--- config.mk ---
export PLATFORM = sky130hd
export DESIGN_NAME = load_store_unit_flat
export DESIGN_NICKNAME = d
export VERILOG_FILES = /design/src/rtl/lsu_pkg.sv /design/src/rtl/load_store_unit_if.sv /design/src/rtl/lsu_align.sv /design/src/rtl/load_store_unit.sv /design/src/flat_wrapper.sv
export SDC_FILE = /design/constraint.sdc
export NUM_CORES = 1
export LEC_CHECK = 0
export CAP_MARGIN = 20
export CELL_PAD_IN_SITES_DETAIL_PLACEMENT = 0
export CELL_PAD_IN_SITES_GLOBAL_PLACEMENT = 2
export CORE_UTILIZATION = 27
export DETAILED_ROUTE_END_ITERATION = 6
export PLACE_DENSITY = 0.94
export SETUP_SLACK_MARGIN = 0.2
export SYNTH_ARGS = -nofsm -noshare
export SYNTH_HDL_FRONTEND = slang
export SYNTH_SLANG_ARGS = --single-unit
--- constraint.sdc ---
create_clock -name clk -period 6.4 [get_ports clk]
set_input_delay 0.64 -clock clk [delete_from_list [all_inputs] [get_ports clk]]
set_output_delay 0.64 -clock clk [all_outputs]
set_load 0.1 [all_outputs]
--- src/rtl/lsu_pkg.sv ---
// Shared access-size encodings and FSM state type for the load/store unit.
package lsu_pkg;

  localparam logic [2:0] F3_B  = 3'b000;
  localparam logic [2:0] F3_H  = 3'b001;
  localparam logic [2:0] F3_W  = 3'b010;
  localparam logic [2:0] F3_BU = 3'b100;
  localparam logic [2:0] F3_HU = 3'b101;

  typedef enum logic [1:0] {
    IDLE,
    REQ,
    WAIT_RD,
    RESP
  } lsu_state_t;

  // Stores only have signed-size encodings; loads add the unsigned variants.
  function automatic logic f3_legal(input logic [2:0] f3, input logic store);
    logic ok;
    ok = (f3 == F3_B) || (f3 == F3_H) || (f3 == F3_W);
    if (!store) ok = ok || (f3 == F3_BU) || (f3 == F3_HU);
    return ok;
  endfunction

endpackage

--- src/rtl/load_store_unit_if.sv ---
// Pipeline request/response and data-memory bus bundled for the load/store unit.
interface load_store_unit_if #(
  parameter int DM_ADDRESS = 9,
  parameter int DATA_W     = 32
);

  // Handshakes: a transfer happens on a rising edge where valid && ready (or
  // req && gnt) are both high; the initiator holds valid/req and its payload
  // stable until that edge, and the responder may not make ready depend on
  // anything later than the current cycle. mem_rvalid is a one-cycle strobe.
  logic                  req_valid;
  logic                  req_ready;
  logic                  MemRead;
  logic                  MemWrite;
  logic [2:0]            Funct3;
  logic [31:0]           addr;
  logic [DATA_W-1:0]     wd;
  logic                  rsp_valid;
  logic                  rsp_ready;
  logic [DATA_W-1:0]     rsp_rdata;
  logic                  rsp_err;

  logic                  mem_req;
  logic                  mem_gnt;
  logic                  mem_we;
  logic [DM_ADDRESS-1:0] mem_addr;
  logic [3:0]            mem_be;
  logic [DATA_W-1:0]     mem_wdata;
  logic                  mem_rvalid;
  logic [DATA_W-1:0]     mem_rdata;

  // master is the load/store unit; slave is the pipeline plus data memory around it.
  modport master (
    input  req_valid, MemRead, MemWrite, Funct3, addr, wd, rsp_ready,
           mem_gnt, mem_rvalid, mem_rdata,
    output req_ready, rsp_valid, rsp_rdata, rsp_err,
           mem_req, mem_we, mem_addr, mem_be, mem_wdata
  );

  modport slave (
    output req_valid, MemRead, MemWrite, Funct3, addr, wd, rsp_ready,
           mem_gnt, mem_rvalid, mem_rdata,
    input  req_ready, rsp_valid, rsp_rdata, rsp_err,
           mem_req, mem_we, mem_addr, mem_be, mem_wdata
  );

endinterface

--- src/rtl/lsu_align.sv ---
// Combinational lane logic: byte enables, store replication, load extraction and
// extension, plus illegal-size and misalignment detection.
module lsu_align
  import lsu_pkg::*;
#(
  parameter int DATA_W = 32
) (
  input  logic [2:0]        funct3,
  input  logic [1:0]        offset,
  input  logic              store,
  input  logic [DATA_W-1:0] wd,
  input  logic [DATA_W-1:0] rdata,
  output logic [3:0]        be,
  output logic [DATA_W-1:0] wdata,
  output logic [DATA_W-1:0] load_data,
  output logic              misaligned,
  output logic              illegal
);

  logic [DATA_W-1:0] shifted;

  always_comb begin
    illegal = !f3_legal(funct3, store);

    misaligned = 1'b0;
    case (funct3[1:0])
      2'b01:   misaligned = offset[0];
      2'b10:   misaligned = (offset != 2'b00);
      default: misaligned = 1'b0;
    endcase

    be    = 4'b0000;
    wdata = '0;
    case (funct3)
      F3_B: begin
        be    = 4'b0001 << offset;
        wdata = {4{wd[7:0]}};
      end
      F3_H: begin
        be    = 4'b0011 << {offset[1], 1'b0};
        wdata = {2{wd[15:0]}};
      end
      F3_W: begin
        be    = 4'b1111;
        wdata = wd;
      end
      default: begin
        be    = 4'b0000;
        wdata = '0;
      end
    endcase
    if (!store) be = 4'b0000;

    // Word loads are only legal at offset 0, so the shifted word is the raw word.
    shifted   = rdata >> {offset, 3'b000};
    load_data = '0;
    case (funct3)
      F3_B:    load_data = {{(DATA_W-8){shifted[7]}}, shifted[7:0]};
      F3_H:    load_data = {{(DATA_W-16){shifted[15]}}, shifted[15:0]};
      F3_W:    load_data = shifted;
      F3_BU:   load_data = {{(DATA_W-8){1'b0}}, shifted[7:0]};
      F3_HU:   load_data = {{(DATA_W-16){1'b0}}, shifted[15:0]};
      default: load_data = '0;
    endcase
  end

endmodule

--- src/rtl/load_store_unit.sv ---
// Single-outstanding load/store initiator between the execute stage and data memory.
module load_store_unit
  import lsu_pkg::*;
#(
  parameter int DM_ADDRESS = 9,
  parameter int DATA_W     = 32
) (
  input  logic                clk,
  input  logic                reset,
  load_store_unit_if.master   bus,
  output lsu_state_t          debug_state
);

  lsu_state_t            state_q, state_d;
  logic                  store_q, store_d;
  logic [2:0]            f3_q, f3_d;
  logic [1:0]            off_q, off_d;
  logic                  rsp_valid_q, rsp_valid_d;
  logic                  rsp_err_q, rsp_err_d;
  logic [DATA_W-1:0]     rsp_rdata_q, rsp_rdata_d;
  logic                  mem_req_q, mem_req_d;
  logic                  mem_we_q, mem_we_d;
  logic [DM_ADDRESS-1:0] mem_addr_q, mem_addr_d;
  logic [3:0]            mem_be_q, mem_be_d;
  logic [DATA_W-1:0]     mem_wdata_q, mem_wdata_d;

  logic                  in_idle;
  logic                  new_store;
  logic                  no_op;
  logic [2:0]            al_f3;
  logic [1:0]            al_off;
  logic                  al_store;
  logic [3:0]            al_be;
  logic [DATA_W-1:0]     al_wdata;
  logic [DATA_W-1:0]     al_load;
  logic                  al_misaligned;
  logic                  al_illegal;
  logic                  unused_addr_bits;

  assign in_idle   = (state_q == IDLE);
  assign new_store = !bus.MemRead && bus.MemWrite;
  assign no_op     = !bus.MemRead && !bus.MemWrite;

  // Decode the live request while idle; afterwards extract from the captured fields.
  assign al_f3    = in_idle ? bus.Funct3    : f3_q;
  assign al_off   = in_idle ? bus.addr[1:0] : off_q;
  assign al_store = in_idle ? new_store     : store_q;

  assign unused_addr_bits = ^bus.addr[31:DM_ADDRESS];

  lsu_align #(.DATA_W(DATA_W)) u_align (
    .funct3     (al_f3),
    .offset     (al_off),
    .store      (al_store),
    .wd         (bus.wd),
    .rdata      (bus.mem_rdata),
    .be         (al_be),
    .wdata      (al_wdata),
    .load_data  (al_load),
    .misaligned (al_misaligned),
    .illegal    (al_illegal)
  );

  always_ff @(posedge clk or posedge reset) begin
    if (reset) begin
      state_q     <= IDLE;
      store_q     <= 1'b0;
      f3_q        <= 3'b000;
      off_q       <= 2'b00;
      rsp_valid_q <= 1'b0;
      rsp_err_q   <= 1'b0;
      rsp_rdata_q <= '0;
      mem_req_q   <= 1'b0;
      mem_we_q    <= 1'b0;
      mem_addr_q  <= '0;
      mem_be_q    <= 4'b0000;
      mem_wdata_q <= '0;
    end else begin
      state_q     <= state_d;
      store_q     <= store_d;
      f3_q        <= f3_d;
      off_q       <= off_d;
      rsp_valid_q <= rsp_valid_d;
      rsp_err_q   <= rsp_err_d;
      rsp_rdata_q <= rsp_rdata_d;
      mem_req_q   <= mem_req_d;
      mem_we_q    <= mem_we_d;
      mem_addr_q  <= mem_addr_d;
      mem_be_q    <= mem_be_d;
      mem_wdata_q <= mem_wdata_d;
    end
  end

  always_comb begin
    state_d     = state_q;
    store_d     = store_q;
    f3_d        = f3_q;
    off_d       = off_q;
    rsp_valid_d = rsp_valid_q;
    rsp_err_d   = rsp_err_q;
    rsp_rdata_d = rsp_rdata_q;
    mem_req_d   = mem_req_q;
    mem_we_d    = mem_we_q;
    mem_addr_d  = mem_addr_q;
    mem_be_d    = mem_be_q;
    mem_wdata_d = mem_wdata_q;

    case (state_q)
      IDLE: begin
        if (bus.req_valid) begin
          store_d = new_store;
          f3_d    = bus.Funct3;
          off_d   = bus.addr[1:0];
          if (no_op || al_illegal || al_misaligned) begin
            state_d     = RESP;
            rsp_valid_d = 1'b1;
            rsp_err_d   = 1'b1;
            rsp_rdata_d = '0;
          end else begin
            state_d     = REQ;
            mem_req_d   = 1'b1;
            mem_we_d    = new_store;
            mem_addr_d  = {bus.addr[DM_ADDRESS-1:2], 2'b00};
            mem_be_d    = al_be;
            mem_wdata_d = new_store ? al_wdata : '0;
          end
        end
      end
      REQ: begin
        if (bus.mem_gnt) begin
          mem_req_d = 1'b0;
          mem_we_d  = 1'b0;
          mem_be_d  = 4'b0000;
          if (store_q) begin
            state_d     = RESP;
            rsp_valid_d = 1'b1;
            rsp_err_d   = 1'b0;
            rsp_rdata_d = '0;
          end else if (bus.mem_rvalid) begin
            // Zero-latency memory returns data alongside the grant.
            state_d     = RESP;
            rsp_valid_d = 1'b1;
            rsp_err_d   = 1'b0;
            rsp_rdata_d = al_load;
          end else begin
            state_d = WAIT_RD;
          end
        end
      end
      WAIT_RD: begin
        if (bus.mem_rvalid) begin
          state_d     = RESP;
          rsp_valid_d = 1'b1;
          rsp_err_d   = 1'b0;
          rsp_rdata_d = al_load;
        end
      end
      RESP: begin
        if (bus.rsp_ready) begin
          state_d     = IDLE;
          rsp_valid_d = 1'b0;
          rsp_err_d   = 1'b0;
          rsp_rdata_d = '0;
        end
      end
      default: state_d = IDLE;
    endcase
  end

  assign bus.req_ready = in_idle;
  assign bus.rsp_valid = rsp_valid_q;
  assign bus.rsp_err   = rsp_err_q;
  assign bus.rsp_rdata = rsp_rdata_q;
  assign bus.mem_req   = mem_req_q;
  assign bus.mem_we    = mem_we_q;
  assign bus.mem_addr  = mem_addr_q;
  assign bus.mem_be    = mem_be_q;
  assign bus.mem_wdata = mem_wdata_q;
  assign debug_state   = state_q;

endmodule

--- src/flat_wrapper.sv ---
// flat-port wrapper written by rule: the top's interface ports become plain ports
module load_store_unit_flat import lsu_pkg::*;
#(
  parameter int DM_ADDRESS = 9,
  parameter int DATA_W     = 32
)
  (clk, reset, debug_state, bus_req_valid, bus_MemRead, bus_MemWrite, bus_Funct3, bus_addr, bus_wd, bus_rsp_ready, bus_mem_gnt, bus_mem_rvalid, bus_mem_rdata, bus_req_ready, bus_rsp_valid, bus_rsp_rdata, bus_rsp_err, bus_mem_req, bus_mem_we, bus_mem_addr, bus_mem_be, bus_mem_wdata);
  load_store_unit_if #(.DM_ADDRESS(DM_ADDRESS), .DATA_W(DATA_W)) bus_i ();
  input  logic clk;
  input  logic reset;
  output lsu_state_t debug_state;
  input wire logic [$bits(bus_i.req_valid)-1:0] bus_req_valid;
  input wire logic [$bits(bus_i.MemRead)-1:0] bus_MemRead;
  input wire logic [$bits(bus_i.MemWrite)-1:0] bus_MemWrite;
  input wire logic [$bits(bus_i.Funct3)-1:0] bus_Funct3;
  input wire logic [$bits(bus_i.addr)-1:0] bus_addr;
  input wire logic [$bits(bus_i.wd)-1:0] bus_wd;
  input wire logic [$bits(bus_i.rsp_ready)-1:0] bus_rsp_ready;
  input wire logic [$bits(bus_i.mem_gnt)-1:0] bus_mem_gnt;
  input wire logic [$bits(bus_i.mem_rvalid)-1:0] bus_mem_rvalid;
  input wire logic [$bits(bus_i.mem_rdata)-1:0] bus_mem_rdata;
  output wire logic [$bits(bus_i.req_ready)-1:0] bus_req_ready;
  output wire logic [$bits(bus_i.rsp_valid)-1:0] bus_rsp_valid;
  output wire logic [$bits(bus_i.rsp_rdata)-1:0] bus_rsp_rdata;
  output wire logic [$bits(bus_i.rsp_err)-1:0] bus_rsp_err;
  output wire logic [$bits(bus_i.mem_req)-1:0] bus_mem_req;
  output wire logic [$bits(bus_i.mem_we)-1:0] bus_mem_we;
  output wire logic [$bits(bus_i.mem_addr)-1:0] bus_mem_addr;
  output wire logic [$bits(bus_i.mem_be)-1:0] bus_mem_be;
  output wire logic [$bits(bus_i.mem_wdata)-1:0] bus_mem_wdata;
  assign bus_i.req_valid = bus_req_valid;
  assign bus_i.MemRead = bus_MemRead;
  assign bus_i.MemWrite = bus_MemWrite;
  assign bus_i.Funct3 = bus_Funct3;
  assign bus_i.addr = bus_addr;
  assign bus_i.wd = bus_wd;
  assign bus_i.rsp_ready = bus_rsp_ready;
  assign bus_i.mem_gnt = bus_mem_gnt;
  assign bus_i.mem_rvalid = bus_mem_rvalid;
  assign bus_i.mem_rdata = bus_mem_rdata;
  assign bus_req_ready = bus_i.req_ready;
  assign bus_rsp_valid = bus_i.rsp_valid;
  assign bus_rsp_rdata = bus_i.rsp_rdata;
  assign bus_rsp_err = bus_i.rsp_err;
  assign bus_mem_req = bus_i.mem_req;
  assign bus_mem_we = bus_i.mem_we;
  assign bus_mem_addr = bus_i.mem_addr;
  assign bus_mem_be = bus_i.mem_be;
  assign bus_mem_wdata = bus_i.mem_wdata;
  load_store_unit #(.DM_ADDRESS(DM_ADDRESS), .DATA_W(DATA_W)) u_core (.clk(clk), .reset(reset), .bus(bus_i), .debug_state(debug_state));
endmodule
* Word-level counts from Yosys, hierarchy flattened *
Cells that the tools add are included.

storage, ports and cells
  register bits = 87
  latch bits = 0
  memory bits (writable) = 0
  ROM bits = 0
  input port bits = 107
  output and inout bits = 84
  word-level logic and storage cells = 98
  memories = 0

operators by class
  $add $sub $neg = 0
  multiply operators = 0
  divide/modulo/power cells = 0
  $lt $le $gt $ge = 0
  equal/unequal tests = 15
  shift-type cells = 3
  muxes and demuxes = 47
  bitwise gates (word level) = 1
  reduce and logical (&&, ||, !) cells = 20

operator list
  cell                                              number
  two-way mux 32 bit                                7
  case mux 32 bit (5 select lines)                  1
  case mux 32 bit (4 select lines)                  1
  case mux 32 bit (3 select lines)                  1
  >> shifter 32 x 5 -> 32 bit                       1
  two-way mux 1 bit                                 17
  two-way mux 4 bit                                 4
  two-way mux 2 bit                                 7
  != test 2 bit (second input constant)             6
  case mux 4 bit (3 select lines)                   1
  AND reduction 4 bit                               3
  case mux 1 bit (4 select lines)                   2
  case mux 2 bit (4 select lines)                   1
  case mux 4 bit (2 select lines)                   1
  == test 2 bit (second input constant)             3
  == test 3 bit (second input constant)             2
  logical OR 1 bit                                  6
  case mux 1 bit (2 select lines)                   3
  == test 2 x 1 -> 1 bit (second input constant)    2
  nonzero test 2 bit                                2
  left shift 1 x 2 -> 4 bit (first input constant)  1
  left shift 2 x 2 -> 4 bit (first input constant)  1
  == test 3 x 1 -> 1 bit (second input constant)    1
  == test 3 x 2 -> 1 bit (second input constant)    1
  8 further kinds                                   11

* Longest topological paths before layout *
  depth after elaboration = 14
  depth in mapped cells = 14
  depth with buffers taken out = 10

* Cells and area by module *
From an unflattened synthesis, not the netlist that was laid out.

unflattened totals
  cells, all modules = 510
  area total of the unflattened synthesis = 5032.3 um^2

by module, submodules not included
  module           times used  cells an instance  area each (um^2)  seq. area each (um^2)
  load_store_unit  1           319                3651.0            2177.1
  lsu_align        1           191                1381.3            0.0

* Worst setup path after synthesis *
Ideal clock, no wire load.

  path kind = register to register
  start = register u_core.state_q[0] (netlist: u_core.debug_state[0])
  end = register u_core.rsp_rdata_q[18] (netlist: u_core.bus.rsp_rdata[18])
  setup time = 125 ps
  arrival time = 4071 ps
  required time = 6275 ps
  slack = 2203 ps
  stages on the path, launching flop included = 13
  buffers on the path = 2
  period minus slack after synthesis = 4197 ps
  path through = dfrtp_1 > inv_1 > ha_1 > buf_6 > buf_2 > mux2i_1 > inv_1 > ha_1 > nor3_1 > o21ai_2 > o211a_2 > a2111o_1 > o221a_1

on the way
  longest elaborated chain between the ends = 13
  elaborated cells on any way between the ends = 35
  classes of those cells = eq/ne: 13; shift: 1; mux: 10; reduce/logical: 11

RTL lines
  what                                                                                  RTL line               source
  from (decl)                                                                           load_store_unit.sv:14  lsu_state_t state_q, state_d;
  from (signal assigned)                                                                load_store_unit.sv:79  state_q <= state_d;
  logical NOT 2 bit *                                                                   load_store_unit.sv:40  assign in_idle = (state_q == IDLE);
  named net bus_req_ready                                                               flat_wrapper.sv:22     output wire logic [$bits(bus_i.req_ready)-1:0] bus_req_ready;
  parallel branches: the longest is 12 deep, another holds >> shifter 32 x 5 -> 32 bit  n/a
  to (signal assigned)                                                                  load_store_unit.sv:85  rsp_rdata_q <= rsp_rdata_d;
  to (decl)                                                                             load_store_unit.sv:20  logic [DATA_W-1:0] rsp_rdata_q, rsp_rdata_d;

Mark *: on every way through the listed nets, which the timed path passes. The select of a mux whose other input is x is not followed.
A chain may end at the register's enable or synchronous reset.

* Final worst setup path *
  start = register u_core.state_q[1] (netlist: u_core.debug_state[1])
  end = register u_core.rsp_rdata_q[13] (netlist: u_core.bus.rsp_rdata[13])

on the way
  longest elaborated chain between the ends = 13
  elaborated cells on any way between the ends = 35
  classes of those cells = eq/ne: 13; shift: 1; mux: 10; reduce/logical: 11

RTL lines
  what
  parallel branches: the longest is 13 deep, another holds >> shifter 32 x 5 -> 32 bit

Parallel ways; which one is timed is not known. The select of a mux whose other input is x is not followed.

==> reports/metrics.csv <==
metric,value,unit
status,completed,
track_usage,0.174,
fin_nets,740,
synth_flop_cell,dfrtp_1,
netlist.area_leader.share,0.465,
yosys.area.top_type,dfrtp_1,
die_h,134,µm
critPathLaunch,u_core.debug_state[1],
grt_pass1_vias,4376,
synthesis.area,4690,µm²
drive_above_1_share,0.0681,
max_slew.worst_pin.slew,1.02,ns
cts_sinks,87,
setup_tns,0,ns
htreeDepth,3,
drt-pass1-iter-count,5,
ys_seq_area_frac,0.465,
dp_hpwl,11.6,mm
gp_congestion,0.885,
skew,0.00857,ns
rsz0062_at_grt,no,
ys_warn_count,0,
synth.area.top_cells,"dfrtp_1, nand2_1, o31ai_1",
setup_viol,0,
crit_type,reg -> reg,
drc,0,
vias_per_cell,5.14,
post-cts-setup-buffers,0,
crit_path_end,u_core.bus.rsp_rdata[13],
antenna_cells,0,
cp_max_fo,19,
slew_violations,0,
cts.hold.buffers_added,0,
fp.dieW,134,µm
cts_buffer_depth,2,
synth_edf_count,0,
critPathLaunchType,flop,
r2r_cells,9,
routed_wl,15.5,mm
synthCells,477,
cp.arrival,4.13,ns
grt_first_pass_wirelength,24.1,mm
clock.fmax,256,MHz
ys_types,56,
cts_tree,done,
grt_overflow_total,0,
crit_required,6.62,ns
die-area,17900,µm²
grt_antenna_before_repair,0,
synth-seq-cells,87,
maxSlewHeadroom,0.315,
insertion_delay,0.35,ns
rows,47,
start_util,0.280,
wl_per_cell,18.2,µm
r2r_setup_slack,2.49,ns
grt_max_degree,73,
hold_viol,0,
period_share,0.611,
syn-mean-instance-area,9.82,µm²
cts-root-buf,clkbuf_16,
async_reset_ff_frac,1.00,
cap_violations,0,
io_pins,191,
portBuffers,165,
hold_class,reg -> reg,
postRouteAntennaNets,0,
num_vias,4377,
fillers,1658,
drtIter0Drc,277,
end_kind,flop,
clkTransAtPathRegs,0.06,ns
numCtsBuffers,9,
ctsResizeCount,0,
core_area,16800,µm²
synthToLayoutAreaGrowth,45.8,%
rr_startpoint,u_core.debug_state[1],
r2r-end,u_core.bus.rsp_rdata[13],
finalCriticalPeriod,3.91,ns
==> registers in the layout, indices dropped and copies added, names as in the netlist <==
name and cells:
u_core.bus.mem_wdata 32, u_core.bus.rsp_valid 1, u_core.bus.rsp_rdata 32, u_core.bus.mem_addr 7, u_core.bus.mem_be 4, u_core.store_q 1, u_core.bus.mem_req 1, u_core.f3_q 3
u_core.debug_state 2, u_core.off_q 2, u_core.bus.rsp_err 1, u_core.bus.mem_we 1
==> how the worst min path moves through the flow <==
stage                              from                        to  slack, ns  cells after the start
5_1_grt         u_core.bus.mem_wdata[8]   u_core.bus.mem_wdata[8]       0.50                      2
2_1_floorplan            u_core.f3_q[0]            u_core.f3_q[0]       0.48                      1
4_1_cts        u_core.bus.mem_wdata[15]  u_core.bus.mem_wdata[15]       0.48                      2
3_5_place_dp   u_core.bus.mem_wdata[15]  u_core.bus.mem_wdata[15]       0.46                      2
6_report       u_core.bus.mem_wdata[12]  u_core.bus.mem_wdata[12]       0.47                      2
3_3_place_gp    u_core.bus.mem_wdata[9]   u_core.bus.mem_wdata[9]       0.46                      2
==> cell usage after synthesis (6+ instances only) <==
| cell | count |
|---|---|
| nand2_1 | 96 |
| dfrtp_1 | 87 |
| o31ai_1 | 25 |
| nor2_1 | 20 |
| a21oi_1 | 19 |
| inv_1 | 17 |
| a22oi_1 | 16 |
| clkbuf_1 | 16 |
| mux2i_1 | 15 |
| o221a_1 | 15 |
| o21ai_0 | 12 |
| o21ai_1 | 11 |
| buf_2 | 9 |
| nand3_1 | 9 |
| a211oi_1 | 8 |
| a222oi_1 | 8 |
| mux2_1 | 8 |
| a311oi_1 | 7 |
| ha_1 | 7 |
| mux2_2 | 7 |
| a32o_1 | 6 |
==> logic make-up (layout without fill, tap and decap cells) <==
kind of cell	after synthesis	after routing	share of synthesized area
adders and majority gates	7	7	0.0187
and+or+nand+nor	145	145	0.130
buffers and inverters	51	204	0.0473
AOI/OAI and AO/OA	153	153	0.260
muxes	33	33	0.0790
other	1	2	0.000800
DFF	87	87	0.465
==> worst max-delay path, stage by stage (launching register included) <==
cell and delay (ns):
dfrtp_1 0.44, inv_1 0.10, ha_1 0.73, mux2i_1 0.39, ha_1 0.38, nor2_1 0.10, a2bb2oi_2 0.17, o211ai_2 0.54
nand3_1 0.61, o221a_1 0.30
==> cell usage in the layout (no fill, tap or decap), drive strengths merged, types with 2 or more instances in the layout <==
master	netlist	layout
bufinv	0	2
a32o	6	6
a22oi	16	16
mux2i	17	17
buf	17	5
a211oi	8	8
mux2	16	16
a311oi	7	7
inv	18	18
and2	4	4
clkinv	0	2
o31ai	25	25
o221a	15	15
a21oi	20	20
a22o	3	3
nand3	9	9
or3	2	2
nor2	20	20
o21ai	25	25
clkdlybuf4s50	0	165
clkbuf	16	11
nor3	5	5
conb	1	2
and3	2	2
o211ai	5	5
a222oi	8	8
a31oi	4	4
nand2b	3	3
ha	7	7
nand2	96	96
dfrtp	87	87
==> final cells by class <==
class	count	area, µm²	area share
well taps	220	275	0.0403
multi-input cells	340	2310	0.338
clock buffers	11	233	0.0341
inverters	18	68.8	0.0101
flip-flops and latches	87	2180	0.319
clock inverters	5	81.3	0.0119
repair buffers	170	1690	0.247
==> routing by layer <==
| layer | track usage | wire length, µm | up-vias |
|---|---|---|---|
| met2 | 0.286 | 7600 | 137 |
| met4 | 0.0593 | 333 | 0 |
| li1 | - | - | 2065 |
| met5 | 0 | 0 | - |
| met1 | 0.227 | 6850 | 2149 |
| met3 | 0.0346 | 726 | 26 |
==> stage by stage <==
step	worst slack (ns)	instance area, µm²	hold slack (ns)	utilization	instances
global route	2.14	6830	0.498	0.408	851
CTS	2.48	6830	0.479	0.408	851
floorplan	2.20	4690	0.479	-	478
global placement	2.60	6520	0.463	0.389	835
finish	2.49	6830	0.474	0.408	851
detailed placement	2.51	6520	0.465	0.389	835
Power is not shown: default switching activity piles up to over one toggle a cycle in this logic, so the estimate is an artifact.
